===== src/rtl/int_to_float_pkg.sv =====
// Shared constants, the FP32 result layout and the index-width helper
// used by the integer-to-FP32 pipeline.
package int_to_float_pkg;

  localparam int FP32_BIAS = 127;
  localparam int EXP_W     = 8;
  localparam int MAN_W     = 23;
  localparam int STAGES    = 3;

  localparam logic RND_RNE = 1'b0;
  localparam logic RND_RTZ = 1'b1;

  typedef struct packed {
    logic             sgn;
    logic [EXP_W-1:0] exp;
    logic [MAN_W-1:0] frac;
  } fp32_t;

  // Width of a leading-one index for an in_w-bit word.
  function automatic int idx_w(input int in_w);
    return (in_w <= 2) ? 1 : $clog2(in_w);
  endfunction

endpackage


===== src/rtl/int_to_float_if.sv =====
// Valid/ready bundle between an integer producer, the converter and an
// FP32 consumer.
interface int_to_float_if #(
  parameter int IN_W = 32
);
  logic            in_valid;
  logic            in_ready;
  logic [IN_W-1:0] in_data;
  logic            in_rnd;
  logic            out_valid;
  logic            out_ready;
  logic [31:0]     out_data;
  logic            out_inexact;

  modport master (
    output in_valid, in_data, in_rnd, out_ready,
    input  in_ready, out_valid, out_data, out_inexact
  );

  modport slave (
    input  in_valid, in_data, in_rnd, out_ready,
    output in_ready, out_valid, out_data, out_inexact
  );
endinterface


===== src/rtl/int_to_float_lzc.sv =====
// Combinational leading-one detector: index of the highest set bit plus
// an all-zero flag.
module int_to_float_lzc
  import int_to_float_pkg::*;
#(
  parameter int IN_W  = 32,
  parameter int IDX_W = idx_w(IN_W)
) (
  input  logic [IN_W-1:0]  data,
  output logic [IDX_W-1:0] pos,
  output logic             zero
);

  // Scan upward so the highest set bit is the last one written.
  always_comb begin
    pos  = '0;
    zero = 1'b1;
    for (int i = 0; i < IN_W; i++) begin
      if (data[i]) begin
        pos  = IDX_W'(i);
        zero = 1'b0;
      end
    end
  end

endmodule


===== src/rtl/int_to_float_pipe.sv =====
// Three-stage integer to FP32 converter: capture magnitude, normalise with
// guard/sticky, then round and pack. Elastic valid/ready between stages.
module int_to_float_pipe
  import int_to_float_pkg::*;
#(
  parameter int IN_W   = 32,
  parameter bit SIGNED = 1'b1
) (
  input logic           clk,
  input logic           rst,
  int_to_float_if.slave io
);

  localparam int IDX_W = idx_w(IN_W);
  localparam int SIG_W = MAN_W + 1;
  localparam int PAD_W = MAN_W + 3;
  localparam int EXT_W = IN_W + PAD_W;

  logic [STAGES:1] vld_pipe;
  logic            rdy1, rdy2, rdy3;

  // Ready ripples back from the output; a full stage still loads when it drains.
  assign rdy3 = !vld_pipe[3] || io.out_ready;
  assign rdy2 = !vld_pipe[2] || rdy3;
  assign rdy1 = !vld_pipe[1] || rdy2;

  assign io.in_ready  = rdy1;
  assign io.out_valid = vld_pipe[3];

  always_ff @(posedge clk or posedge rst) begin
    if (rst) begin
      vld_pipe <= '0;
    end else begin
      if (rdy1) vld_pipe[1] <= io.in_valid;
      if (rdy2) vld_pipe[2] <= vld_pipe[1];
      if (rdy3) vld_pipe[3] <= vld_pipe[2];
    end
  end

  // ---------------- S1: sign / magnitude capture ----------------
  logic            in_neg;
  logic [IN_W-1:0] in_mag;

  logic            s1_sgn;
  logic [IN_W-1:0] s1_mag;
  logic            s1_rnd;
  logic            s1_zero;

  // Negating the most negative value wraps to 2^(IN_W-1), which is exactly
  // its magnitude when read as unsigned.
  assign in_neg = SIGNED && io.in_data[IN_W-1];
  assign in_mag = in_neg ? -io.in_data : io.in_data;

  always_ff @(posedge clk or posedge rst) begin
    if (rst) begin
      s1_sgn  <= 1'b0;
      s1_mag  <= '0;
      s1_rnd  <= RND_RNE;
      s1_zero <= 1'b1;
    end else if (rdy1 && io.in_valid) begin
      s1_sgn  <= in_neg;
      s1_mag  <= in_mag;
      s1_rnd  <= io.in_rnd;
      s1_zero <= (io.in_data == '0);
    end
  end

  // ---------------- S2: normalise ----------------
  logic [IDX_W-1:0] lzc_pos;
  logic             lzc_zero;
  logic [IDX_W-1:0] shamt;
  logic [IN_W-1:0]  norm;
  logic [EXT_W-1:0] ext;

  int_to_float_lzc #(
    .IN_W  (IN_W),
    .IDX_W (IDX_W)
  ) u_lzc (
    .data (s1_mag),
    .pos  (lzc_pos),
    .zero (lzc_zero)
  );

  assign shamt = IDX_W'(IN_W - 1) - lzc_pos;
  assign norm  = s1_mag << shamt;
  // Zero padding below the word keeps the 24-bit/G/S slice valid for narrow IN_W.
  assign ext   = {norm, {PAD_W{1'b0}}};

  logic             s2_sgn;
  logic [SIG_W-1:0] s2_man;
  logic             s2_g;
  logic             s2_s;
  logic [IDX_W-1:0] s2_pos;
  logic             s2_rnd;
  logic             s2_zero;

  always_ff @(posedge clk or posedge rst) begin
    if (rst) begin
      s2_sgn  <= 1'b0;
      s2_man  <= '0;
      s2_g    <= 1'b0;
      s2_s    <= 1'b0;
      s2_pos  <= '0;
      s2_rnd  <= RND_RNE;
      s2_zero <= 1'b1;
    end else if (rdy2 && vld_pipe[1]) begin
      s2_sgn  <= s1_sgn;
      s2_man  <= ext[EXT_W-1 -: SIG_W];
      s2_g    <= ext[IN_W+1];
      s2_s    <= |ext[IN_W:0];
      s2_pos  <= lzc_pos;
      s2_rnd  <= s1_rnd;
      s2_zero <= s1_zero || lzc_zero;
    end
  end

  // ---------------- S3: round / pack ----------------
  logic             rnd_inc;
  logic [SIG_W-1:0] man_inc;
  logic             man_ovf;
  fp32_t            res;
  logic             res_inexact;

  assign rnd_inc = (s2_rnd == RND_RNE) && s2_g && (s2_s || s2_man[0]);
  assign man_inc = s2_man + SIG_W'(rnd_inc);
  // The hidden bit is set for any non-zero word, so losing it means carry-out.
  assign man_ovf = !s2_zero && !man_inc[SIG_W-1];

  always_comb begin
    res         = '0;
    res_inexact = 1'b0;
    if (!s2_zero) begin
      res.sgn     = s2_sgn;
      res.exp     = EXP_W'(FP32_BIAS) + EXP_W'(s2_pos) + EXP_W'(man_ovf);
      res.frac    = man_inc[MAN_W-1:0];
      res_inexact = s2_g || s2_s;
    end
  end

  always_ff @(posedge clk or posedge rst) begin
    if (rst) begin
      io.out_data    <= '0;
      io.out_inexact <= 1'b0;
    end else if (rdy3 && vld_pipe[2]) begin
      io.out_data    <= res;
      io.out_inexact <= res_inexact;
    end
  end

endmodule


===== src/flat_wrapper.sv =====
// flat-port wrapper written by rule: the top's interface ports become plain ports
module int_to_float_pipe_flat import int_to_float_pkg::*;
#(
  parameter int IN_W   = 32,
  parameter bit SIGNED = 1'b1
)
  (clk, rst, io_in_valid, io_in_data, io_in_rnd, io_out_ready, io_in_ready, io_out_valid, io_out_data, io_out_inexact);
  int_to_float_if #(.IN_W(IN_W)) io_i ();
  input logic clk;
  input logic rst;
  input wire logic [$bits(io_i.in_valid)-1:0] io_in_valid;
  input wire logic [$bits(io_i.in_data)-1:0] io_in_data;
  input wire logic [$bits(io_i.in_rnd)-1:0] io_in_rnd;
  input wire logic [$bits(io_i.out_ready)-1:0] io_out_ready;
  output wire logic [$bits(io_i.in_ready)-1:0] io_in_ready;
  output wire logic [$bits(io_i.out_valid)-1:0] io_out_valid;
  output wire logic [$bits(io_i.out_data)-1:0] io_out_data;
  output wire logic [$bits(io_i.out_inexact)-1:0] io_out_inexact;
  assign io_i.in_valid = io_in_valid;
  assign io_i.in_data = io_in_data;
  assign io_i.in_rnd = io_in_rnd;
  assign io_i.out_ready = io_out_ready;
  assign io_in_ready = io_i.in_ready;
  assign io_out_valid = io_i.out_valid;
  assign io_out_data = io_i.out_data;
  assign io_out_inexact = io_i.out_inexact;
  int_to_float_pipe #(.IN_W(IN_W), .SIGNED(SIGNED)) u_core (.clk(clk), .rst(rst), .io(io_i));
endmodule

===== config.mk =====
export PLATFORM = sky130hd
export DESIGN_NAME = int_to_float_pipe_flat
export DESIGN_NICKNAME = d
export VERILOG_FILES = /design/src/rtl/int_to_float_pkg.sv /design/src/rtl/int_to_float_if.sv /design/src/rtl/int_to_float_lzc.sv /design/src/rtl/int_to_float_pipe.sv /design/src/flat_wrapper.sv
export SDC_FILE = /design/constraint.sdc
export NUM_CORES = 1
export LEC_CHECK = 0
export ABC_AREA = 1
export CAP_MARGIN = 20
export CORE_AREA = 4 4 122 124
export CTS_CLUSTER_DIAMETER = 120
export DETAILED_ROUTE_END_ITERATION = 6
export DIE_AREA = 0 0 126 128
export DONT_BUFFER_PORTS = 1
export PLACE_DENSITY = 0.67
export SETUP_SLACK_MARGIN = 0.5
export SLEW_MARGIN = 10
export SYNTH_ARGS = -nofsm -noshare
export SYNTH_HDL_FRONTEND = slang
export SYNTH_SLANG_ARGS = --single-unit
export TNS_END_PERCENT = 50

===== constraint.sdc =====
create_clock -name clk -period 3.49 [get_ports clk]
set_input_delay 0.698 -clock clk [delete_from_list [all_inputs] [get_ports clk]]
set_output_delay 0.698 -clock clk [all_outputs]
set_load 0.02 [all_outputs]

==> impl_metrics.toml, run 1 <==
[run_status]
status = "finished clean"

[worst_setup_path]
worstPathArrival_ns = 3.67
crit_type = "register to register"
path_max_fanout = 2
crit_path_start_kind = "register"
crit_path_end_kind = "register"
r2r_setup_slack_ns = 0.12
worstPathRequired_ns = 3.79

[synthesis]
syn_nets = 1012
syn_area_per_cell_um2 = 7.05
synthFlopType = "dfrtp_1"
yosysSeqAreaShare_pct = 38.5
ys_seq_elements = 105
synth.distinct_cells = 43
synthCells = 970
synth_area_mm2 = 0.00684
synth_warnings = 0
synth-async-reset-ratio_pct = 100
synth-edff-count = 0

[cells_and_area]
fill_cells = 1249
drive_above_1_share_pct = 20.2
final_cell_mix = "nand2_1, nand3_1, dfrtp_1"
syn2layout_area_growth_pct = 23.8
layout.nets = 1064
finalNonFillerCells = 1207
fin_util_pct = 61.5
antenna_cells = 0
final_common_cell = "nand2_1"
regArea_mm2 = 0.00263
multi_input_area_mm2 = 0.00410

[power_and_ir_drop]
leakagePower_uw = 0.00393
p_total_uw = 6040
peakVddDrop_v = 0.000314
p_per_area_mw_per_mm2 = 714

[detailed_routing]
num_vias = 6793
drcViolationCount = 0
antenna_left = 0
drtIter0Drc = 565
dr.pass1.iters = 5
drt_wl_total_um = 19200
avgRoutedWirePerCell_um = 15.9
vias_per_cell = 5.63

[timing]
min_period_ns = 3.37
min_period_over_period_pct = 96.7
rsz0062_at_grt = "yes"
fmax_ghz = 0.296
hold_viol_final = 0
setup_viol = 0
fin_skew_ns = 0.0116
slew_headroom_pct = 32.4
setup_slack_ns = 0.116
slew_violations = 0
worstMarginPinSlew_ns = 1.01

[global_route]
grt_util_all_layers_pct = 23.6
grt_pass1_vias = 6454
grt_max_degree = 70
grt_first_pass_wirelength_um = 31400
antenna_found_initial = 0
overflow = 0

[job]
drv_cap = 0

[floorplanning]
row_count = 43
fp.dieH_um = 128
initial_core_util_pct = 49.6
die_x_um = 126
num_io_pins = 72
die-area_mm2 = 0.0161
coreArea_mm2 = 0.0138

[clock_tree]
cts_tree = "built"
clock_sinks = 105
clock_tree.root_cell = "clkbuf_16"
cts_max_level = 3
clk_latency_ns = 0.36
cts_max_path_buffers = 2
clk_pin_slew_ns = 0.08
cts_made_buffers = 9

[place]
dp_cells = 1126
gp_congestion = 0.901
port_buffers = 0
pre_cts_slack_ns = -0.0235
dp_hpwl_um = 12600

[hold_path]
hp-class = "input port to asynchronous set/reset pin"
-- final cells by class --
cell class | instances | area share, %
multi-input combinational | 731 | 48.4
sequential | 105 | 31.1
timing repair buffer | 83 | 9.99
inverter | 92 | 4.12
clock buffer | 10 | 2.82
tap | 180 | 2.66
clock inverter | 6 | 0.931
-- power by group --
group | switching [uW] | internal, uW
Sequential | 617 | 1640
Clock | 497 | 595
Combinational | 1640 | 1050
Total | 2760 | 3290
-- path summary, 6_finish.rpt --
kind	from	end	cells after the start
hold / removal	rst	u_core.s1_mag[0]	1
max in group asynchronous	rst	u_core.s2_zero	2
hold reg to reg	u_core.s1_mag[6]	u_core.s1_mag[6]	2
setup reg to reg	u_core.s1_mag[2]	u_core.s2_man[12]	25
min in group clk	u_core.s1_mag[6]	u_core.s1_mag[6]	2
setup / recovery	u_core.s1_mag[2]	u_core.s2_man[12]	25
-- through the flow --
| stage | hold slack [ns] | TNS (ns) | area, um^2 |
|---|---|---|---|
| detailed placement | 0.475 | -0.0458 | 7020 |
| global placement | 0.462 | 0 | 7020 |
| CTS | 0.370 | 0 | 8130 |
| finish | 0.347 | 0 | 8460 |
| global route | 0.416 | -0.385 | 8460 |
| floorplan | 0.448 | 0 | 6840 |
-- synth_stat cells (2+ instances only) --
| cell type | n | area share (%) |
|---|---|---|
| nand2_1 | 274 | 15 |
| nand3_1 | 149 | 11 |
| dfrtp_1 | 103 | 38 |
| inv_1 | 89 | 4.9 |
| o21ai_0 | 83 | 6.1 |
| nor2_1 | 61 | 3.3 |
| clkbuf_1 | 25 | 1.4 |
| o211ai_1 | 21 | 2.3 |
| xor2_1 | 21 | 2.7 |
| a21oi_1 | 17 | 1.2 |
| xnor2_1 | 13 | 1.7 |
| nor3_1 | 11 | 0.81 |
| nor4_1 | 11 | 1.0 |
| o21ai_1 | 11 | 0.81 |
| o31ai_1 | 10 | 1.1 |
| buf_2 | 9 | 0.66 |
| buf_6 | 7 | 1.2 |
| a32o_1 | 6 | 0.88 |
| nand4_1 | 6 | 0.55 |
| ha_1 | 5 | 0.92 |
| a22o_1 | 3 | 0.38 |
| nand2_2 | 3 | 0.27 |
| nand3b_1 | 3 | 0.33 |
| o211ai_2 | 3 | 0.55 |
| o22ai_1 | 3 | 0.27 |
| a31oi_1 | 2 | 0.18 |
| dfstp_2 | 2 | 0.77 |
| inv_2 | 2 | 0.11 |
| nand2_4 | 2 | 0.33 |
| nor3b_1 | 2 | 0.22 |
-- critical path, stage by stage (launching register included) --
cell,delay (ns)
dfrtp_1,0.38
inv_2,0.05
buf_4,0.12
buf_4,0.12
buf_4,0.12
buf_4,0.13
buf_4,0.12
buf_4,0.12
buf_4,0.12
buf_4,0.12
buf_4,0.12
buf_4,0.12
buf_4,0.12
buf_4,0.12
buf_4,0.12
buf_4,0.12
buf_4,0.12
buf_4,0.12
buf_4,0.13
nand3_1,0.09
nand3_1,0.12
nand3_2,0.12
nand3_1,0.13
o21ai_1,0.19
nor2_1,0.08
nor2_1,0.08
-- sequential cells by signal, indices dropped and copies added, names as in the netlist --
| register | cells |
|---|---|
| u_core.io.out_data | 32 |
| u_core.s1_mag | 32 |
| u_core.s2_man | 24 |
| u_core.s2_pos | 5 |
| u_core.vld_pipe | 3 |
| u_core.io.out_inexact | 1 |
| u_core.s1_rnd | 1 |
| u_core.s1_sgn | 1 |
| u_core.s1_zero | 1 |
| u_core.s2_g | 1 |
| u_core.s2_rnd | 1 |
| u_core.s2_s | 1 |
| u_core.s2_sgn | 1 |
| u_core.s2_zero | 1 |
-- routing by layer --
layer / vias to the layer above / wire [um] / global-route usage (%) / share of wire, %
met2: 241 / 8990 / 38.4 / 47
met4: 0 / 507 / 8.45 / 2.6
met5: - / 0 / 0 / 0
li1: 3347 / - / - / -
met1: 3164 / 8490 / 31.7 / 44
met3: 41 / 1220 / 4.42 / 6.3
-- kinds of logic after synthesis --
family / after synthesis / synth area share (%)
buffers and inverters: 136 / 8.62
AOI/OAI and AO/OA: 164 / 14.4
DFF: 105 / 38.5
adders and majority gates: 5 / 0.915
xor gates and xnor gates: 34 / 4.36
and+or+nand+nor: 526 / 33.2
-- what timing repair did --
item	CTS	global route
hold endpoints to repair	0	0
gates cloned	4	0
buffers inserted	57	4
resized for setup	76	81
pin swaps	22	27
hold buffers	0	0
endpoints found under the setup margin	33	44
(Power assumes the default switching activity.)
==> run 2, diff against run 1 <==
--- a/config.mk
+++ b/config.mk
@@ -7,12 +7,11 @@
 export LEC_CHECK = 0
 export ABC_AREA = 1
 export CAP_MARGIN = 20
-export CORE_AREA = 4 4 122 124
+export CORE_AREA = 4 4 129 131
 export CTS_CLUSTER_DIAMETER = 120
 export DETAILED_ROUTE_END_ITERATION = 6
-export DIE_AREA = 0 0 126 128
+export DIE_AREA = 0 0 133 135
 export DONT_BUFFER_PORTS = 1
-export PLACE_DENSITY = 0.67
 export SETUP_SLACK_MARGIN = 0.5
 export SLEW_MARGIN = 10
 export SYNTH_ARGS = -nofsm -noshare
==> run 2 against run 1 <==
  * Routed wire length decreased by 0.12%
  * Non-clock buffer count down 4
  * Critical endpoint is now u_core.io.out_data[25]
  * Cell area is 0.78% higher
  * Critical path type unchanged
  * Worst setup slack better by 0.10 ns
  * Die area up 11%
  * Largest power group unchanged
==> impl_metrics.toml, run 2 (synthesized netlist as in run 1, its figures left out) <==
[run_status]
status = "finished clean"

[power_and_ir_drop]
p_per_area_mw_per_mm2 = 712
peakVddDrop_v = 0.000289
leakagePower_uw = 0.00395
combPwrFrac_pct = 44.6
pwr-share-clk_pct = 18.0
p_sw_uw = 2790
sw_frac_of_total_pct = 45.9
p_total_uw = 6070
intPower_uw = 3280
seqPwrFrac_pct = 37.3

[cells_and_area]
final_cell_mix = "nand2_1, nand3_1, dfrtp_1"
stdcell_area_mm2 = 0.00853
final_common_cell = "nand2_1"
syn2layout_area_growth_pct = 24.8
antenna_cells = 0
reg_top3 = "u_core.io.out_data x32, u_core.s1_mag x32, u_core.s2_man x24"
fin_util_pct = 54.7
layout.nets = 1060
drive_above_1_share_pct = 21.2

[place]
pre_cts_slack_ns = -0.0147
dp_hpwl_um = 13100
place_area_mm2 = 0.00711
port_buffers = 0
gp_congestion = 0.880

[global_route]
overflow = 0
antenna_found_initial = 1
grt_pass1_vias = 6470
grt_first_pass_wirelength_um = 31900
grt_util_all_layers_pct = 21.7
grt_max_degree = 70

[worst_setup_path]
worstPathArrival_ns = 3.50
r2r_setup_slack_ns = 0.22
worstPathRequired_ns = 3.72
path_max_fanout = 3
cpMaxStageDelayCell = "dfrtp_1"
crit_path_start_kind = "register"
crit_type = "register to register"
cp_slowest_stage_delay_ns = 0.36
crit_path_end_kind = "register"

[clock_tree]
cts_made_buffers = 9
cts_tree = "built"
clock_sinks = 105
clk_pin_slew_ns = 0.08
clk_latency_ns = 0.36
clock_tree.root_cell = "clkbuf_16"
cts_max_path_buffers = 2
hold_buffers = 0
cts_max_level = 3

[detailed_routing]
vias_per_cell = 5.45
drtIter0Drc = 469
num_vias = 6747
avgRoutedWirePerCell_um = 15.5
wl_met1_um = 8950
maxUsedRoutingLayer = "met5"
dr.pass1.iters = 5
drt_wl_total_um = 19200
antenna_left = 0
wl_met3_um = 947
dr_wl_met2_um = 8690
drcViolationCount = 0

[timing]
slew_headroom_pct = 37.5
final.setup.tns_ns = 0
rsz0062_at_grt = "yes"
hold_viol_final = 0
min_period_over_period_pct = 93.8
fmax_ghz = 0.306
min_period_ns = 3.27
fin_skew_ns = 0.0110
setup_viol = 0
worstMarginPinSlew_ns = 0.936
slew_violations = 0
setup_slack_ns = 0.218

[hold_path]
hp-class = "input port to asynchronous set/reset pin"

[job]
drv_cap = 0

[floorplanning]
initial_core_util_pct = 43.8
fp.dieH_um = 135
coreArea_mm2 = 0.0156
die_x_um = 133
die-area_mm2 = 0.0180
row_count = 46
num_io_pins = 72
==> run 2: cell types whose count changed in the layout (fill, tap and decap cells not counted), sizes merged <==
cell	before	now
inv	95	96
clkinvlp	1	2
clkinv	1	0
clkbuf	10	9
buf	83	79
==> run 2: metrics by stage <==
step,cells,hold WS [ns]
6_report,1239,0.341
5_1_grt,1239,0.411
4_1_cts,1229,0.360
3_5_place_dp,1168,0.475
3_3_place_gp,1168,0.467
2_1_floorplan,970,0.448
==> run 2: power by group through the flow <==
stage | clock, uW | combinational (uW) | sequential, uW
after floorplan | 0 | 1680 | 2130
after global placement | 0 | 2110 | 2230
after detailed placement | 0 | 2120 | 2250
after CTS | 1110 | 2500 | 2230
after global routing | 1160 | 3040 | 2330
final | 1090 | 2710 | 2270
==> run 2: final timing paths <==
check / start / end / depth (start not counted)
setup / recovery: u_core.s2_g / u_core.io.out_data[25] / 25
min in group clk: io_in_rnd / u_core.s1_rnd / 2
setup reg to reg: u_core.s2_g / u_core.io.out_data[25] / 25
max in group asynchronous: rst / u_core.s2_zero / 2
hold / removal: rst / u_core.vld_pipe[1] / 1
hold reg to reg: u_core.vld_pipe[2] / u_core.vld_pipe[3] / 2
==> run 2: timing repair <==
action / in CTS / in global routing
pin swaps: 33 / 32
gates cloned: 4 / 0
setup endpoints to repair: 34 / 46
resized for setup: 81 / 90
setup buffers: 41 / 10
==> run 2: worst max-delay path: cells and delay by family, from the launching register on <==
kind | cells | cell delay, ns
buffers and inverters | 4 | 0.24
and+or+nand+nor | 16 | 1.83
adders and majority gates | 3 | 0.53
DFF | 1 | 0.36
xor gates and xnor gates | 1 | 0.10
AOI/OAI and AO/OA | 1 | 0.08
==> run 2: cell type report <==
type	count	area, um^2
fill	1493	7070
multi-input combinational	731	4180
sequential	105	2630
timing repair buffer	79	785
inverter	92	352
tap	216	270
clock buffer	9	225
clock inverter	7	91.3
==> run 2: layer usage <==
| metal | track usage [%] | vias up |
|---|---|---|
| li1 | - | 3349 |
| met1 | 29.9 | 3172 |
| met2 | 33.7 | 185 |
| met3 | 3.54 | 39 |
| met4 | 9.58 | 2 |
| met5 | 0 | - |
==> run 3, diff against run 2 <==
--- a/config.mk
+++ b/config.mk
@@ -7,10 +7,10 @@
 export LEC_CHECK = 0
 export ABC_AREA = 1
 export CAP_MARGIN = 20
-export CORE_AREA = 4 4 129 131
+export CORE_AREA = 2 2 143 145
 export CTS_CLUSTER_DIAMETER = 120
 export DETAILED_ROUTE_END_ITERATION = 6
-export DIE_AREA = 0 0 133 135
+export DIE_AREA = 0 0 145 147
 export DONT_BUFFER_PORTS = 1
 export SETUP_SLACK_MARGIN = 0.5
 export SLEW_MARGIN = 10
==> run 3 against run 2 <==
  * Critical path depth rose by 2
  * Critical path type unchanged
  * Power rose by 3.9%
  * Die area rose by 19%
  * Routed wire length increased by 7.2%
==> impl_metrics.toml, run 3 (synthesized netlist as in run 1, its figures left out) <==
[timing]
setup_viol = 0
slew_violations = 0
min_period_over_period_pct = 96.4
whs_ns = 0.324
min_period_ns = 3.36
fin_skew_ns = 0.0127
fmax_ghz = 0.297
worstMarginPinSlew_ns = 0.835
hold_viol_final = 0
slew_headroom_pct = 44.3
rsz0062_at_grt = "yes"

[floorplanning]
num_io_pins = 72
row_count = 52
die-area_mm2 = 0.0213
die_x_um = 145
initial_core_util_pct = 34.4
fp.dieH_um = 147
coreArea_mm2 = 0.0198

[clock_tree]
clock_sinks = 105
cts_made_buffers = 9
clk_latency_ns = 0.37
clk_pin_slew_ns = 0.08
cts_max_path_buffers = 2
cts_max_level = 3
cts_tree = "built"
clock_tree.root_cell = "clkbuf_16"

[cells_and_area]
layout.nets = 1076
fill_cells = 1996
reg_top3 = "u_core.io.out_data x32, u_core.s1_mag x32, u_core.s2_man x24"
syn2layout_area_growth_pct = 29.9
antenna_cells = 0
final_common_cell = "nand2_1"
drive_above_1_share_pct = 26.3
final_cell_mix = "nand2_1, dfrtp_1, nand3_1"

[run_status]
status = "finished clean"

[power_and_ir_drop]
p_total_uw = 6300
sw_frac_of_total_pct = 47.0
pwr-share-clk_pct = 16.7
p_per_area_mw_per_mm2 = 710
combPwrFrac_pct = 47.2
peakVddDrop_v = 0.000280
p_sw_uw = 2960
leakagePower_uw = 0.00405
seqPwrFrac_pct = 36.1
intPower_uw = 3340

[hold_path]
hp-class = "input port to asynchronous set/reset pin"

[detailed_routing]
drtIter0Drc = 373
num_vias = 6844
drcViolationCount = 0
avgRoutedWirePerCell_um = 15.7
drt_wl_total_um = 20600
vias_per_cell = 5.23
antenna_left = 0
dr.pass1.iters = 5

[place]
gp_congestion = 0.856
port_buffers = 0
dp_hpwl_um = 13400

[global_route]
antenna_found_initial = 0
grt_max_degree = 72
grt_util_met1_pct = 26.4
grt_pass1_vias = 6579
use_met2_pct = 29.4
grt_first_pass_wirelength_um = 32900
busiest_layer = "met2"
grt_util_all_layers_pct = 18.9
overflow = 0
use_met3_pct = 4.13

[worst_setup_path]
crit_path_end_kind = "register"
worstReg2RegEnd = "u_core.io.out_data[30]"
r2r_setup_slack_ns = 0.13
path_max_fanout = 2
crit_type = "register to register"
r2r_cells = 27
crit_path_start_kind = "register"
crit_start = "u_core.s2_g"
regToRegStartpoint = "u_core.s2_g"
worstPathRequired_ns = 3.76
worstPathArrival_ns = 3.63

[job]
drv_cap = 0
-- run 3: cell count changes in the layout (fill, tap and decap cells not counted), moves of 4 or more --
| cell | before | now |
|---|---|---|
| nand2_1 | 251 | 228 |
| nand2_4 | 3 | 7 |
| nand3_2 | 35 | 48 |
| buf_6 | 19 | 24 |
| nand2_2 | 24 | 43 |
| nand3_1 | 113 | 97 |
| buf_4 | 50 | 62 |
| o21ai_2 | 9 | 13 |
-- run 3: per-stage QoR --
stage | utilization, % | area [um^2] | TNS (ns) | setup slack (ns) | std cells
floorplan | - | 6840 | 0 | 0.186 | 970
global placement | 36.1 | 7170 | 0 | 0.0749 | 1221
global route | 44.7 | 8880 | -0.609 | -0.115 | 1309
finish | 44.7 | 8880 | 0 | 0.125 | 1309
CTS | 42.5 | 8440 | 0 | 0.292 | 1302
detailed placement | 36.1 | 7170 | 0 | 0.00854 | 1221
-- run 3: how the worst max path moves through the flow --
stage                                   to  cells past startpoint  slack [ns]
floorplan           u_core.io.out_data[25]                     24        0.19
global placement    u_core.io.out_data[25]                     25        0.07
detailed placement  u_core.io.out_data[25]                     25       0.009
CTS                 u_core.io.out_data[17]                     27        0.29
global route        u_core.io.out_data[30]                     26       -0.11
finish              u_core.io.out_data[30]                     27        0.13
-- run 3: final cells by class --
type	instances	area (um^2)	area share, %
clock inverter	7	80.1	0.902
multi-input combinational	731	4330	48.8
timing repair buffer	95	923	10.4
clock buffer	9	225	2.54
sequential	105	2630	29.6
tap	270	338	3.81
inverter	92	350	3.95
-- run 3: per-layer routing --
metal,vias to the layer above,part of all wire [%]
li1,3383,-
met2,235,46
met3,29,6.3
met4,0,1.8
met1,3197,46
met5,-,0
-- run 3: critical path: stages (launching register included) --
cell and delay, ns:
dfrtp_1 0.36, inv_2 0.06, nor3_4 0.17, ha_2 0.22, nand3_2 0.11, nor2_2 0.13
inv_2 0.07, nor2_4 0.11, nand3_2 0.10, nor2_2 0.12, inv_2 0.06, nor2_4 0.10
inv_2 0.06, nor4_4 0.15, nand2_1 0.10, nor2_2 0.13, buf_4 0.14, nand3_4 0.07
nor2_4 0.10, nand4_1 0.10, nor2_1 0.11, nor2_1 0.05, nand2_2 0.07, ha_4 0.16
nand2_4 0.06, nor2_2 0.09, nand2_1 0.07, a22o_1 0.18
-- run 3: power by group through the flow --
stage / sequential (uW) / combinational, uW / clock, uW
finish: 2270 / 2980 / 1050
global route: 2330 / 3290 / 1130
CTS: 2250 / 2660 / 1080
detailed placement: 2260 / 2140 / 0
global placement: 2250 / 2120 / 0
floorplan: 2130 / 1680 / 0
-- run 3: what timing repair did --
item,in CTS,in global routing
pin swaps,40,53
setup endpoints to repair,34,45
endpoints found under the hold margin,0,0
gates cloned,5,0
hold buffers,0,0
resized for setup,113,105
setup buffers,60,7
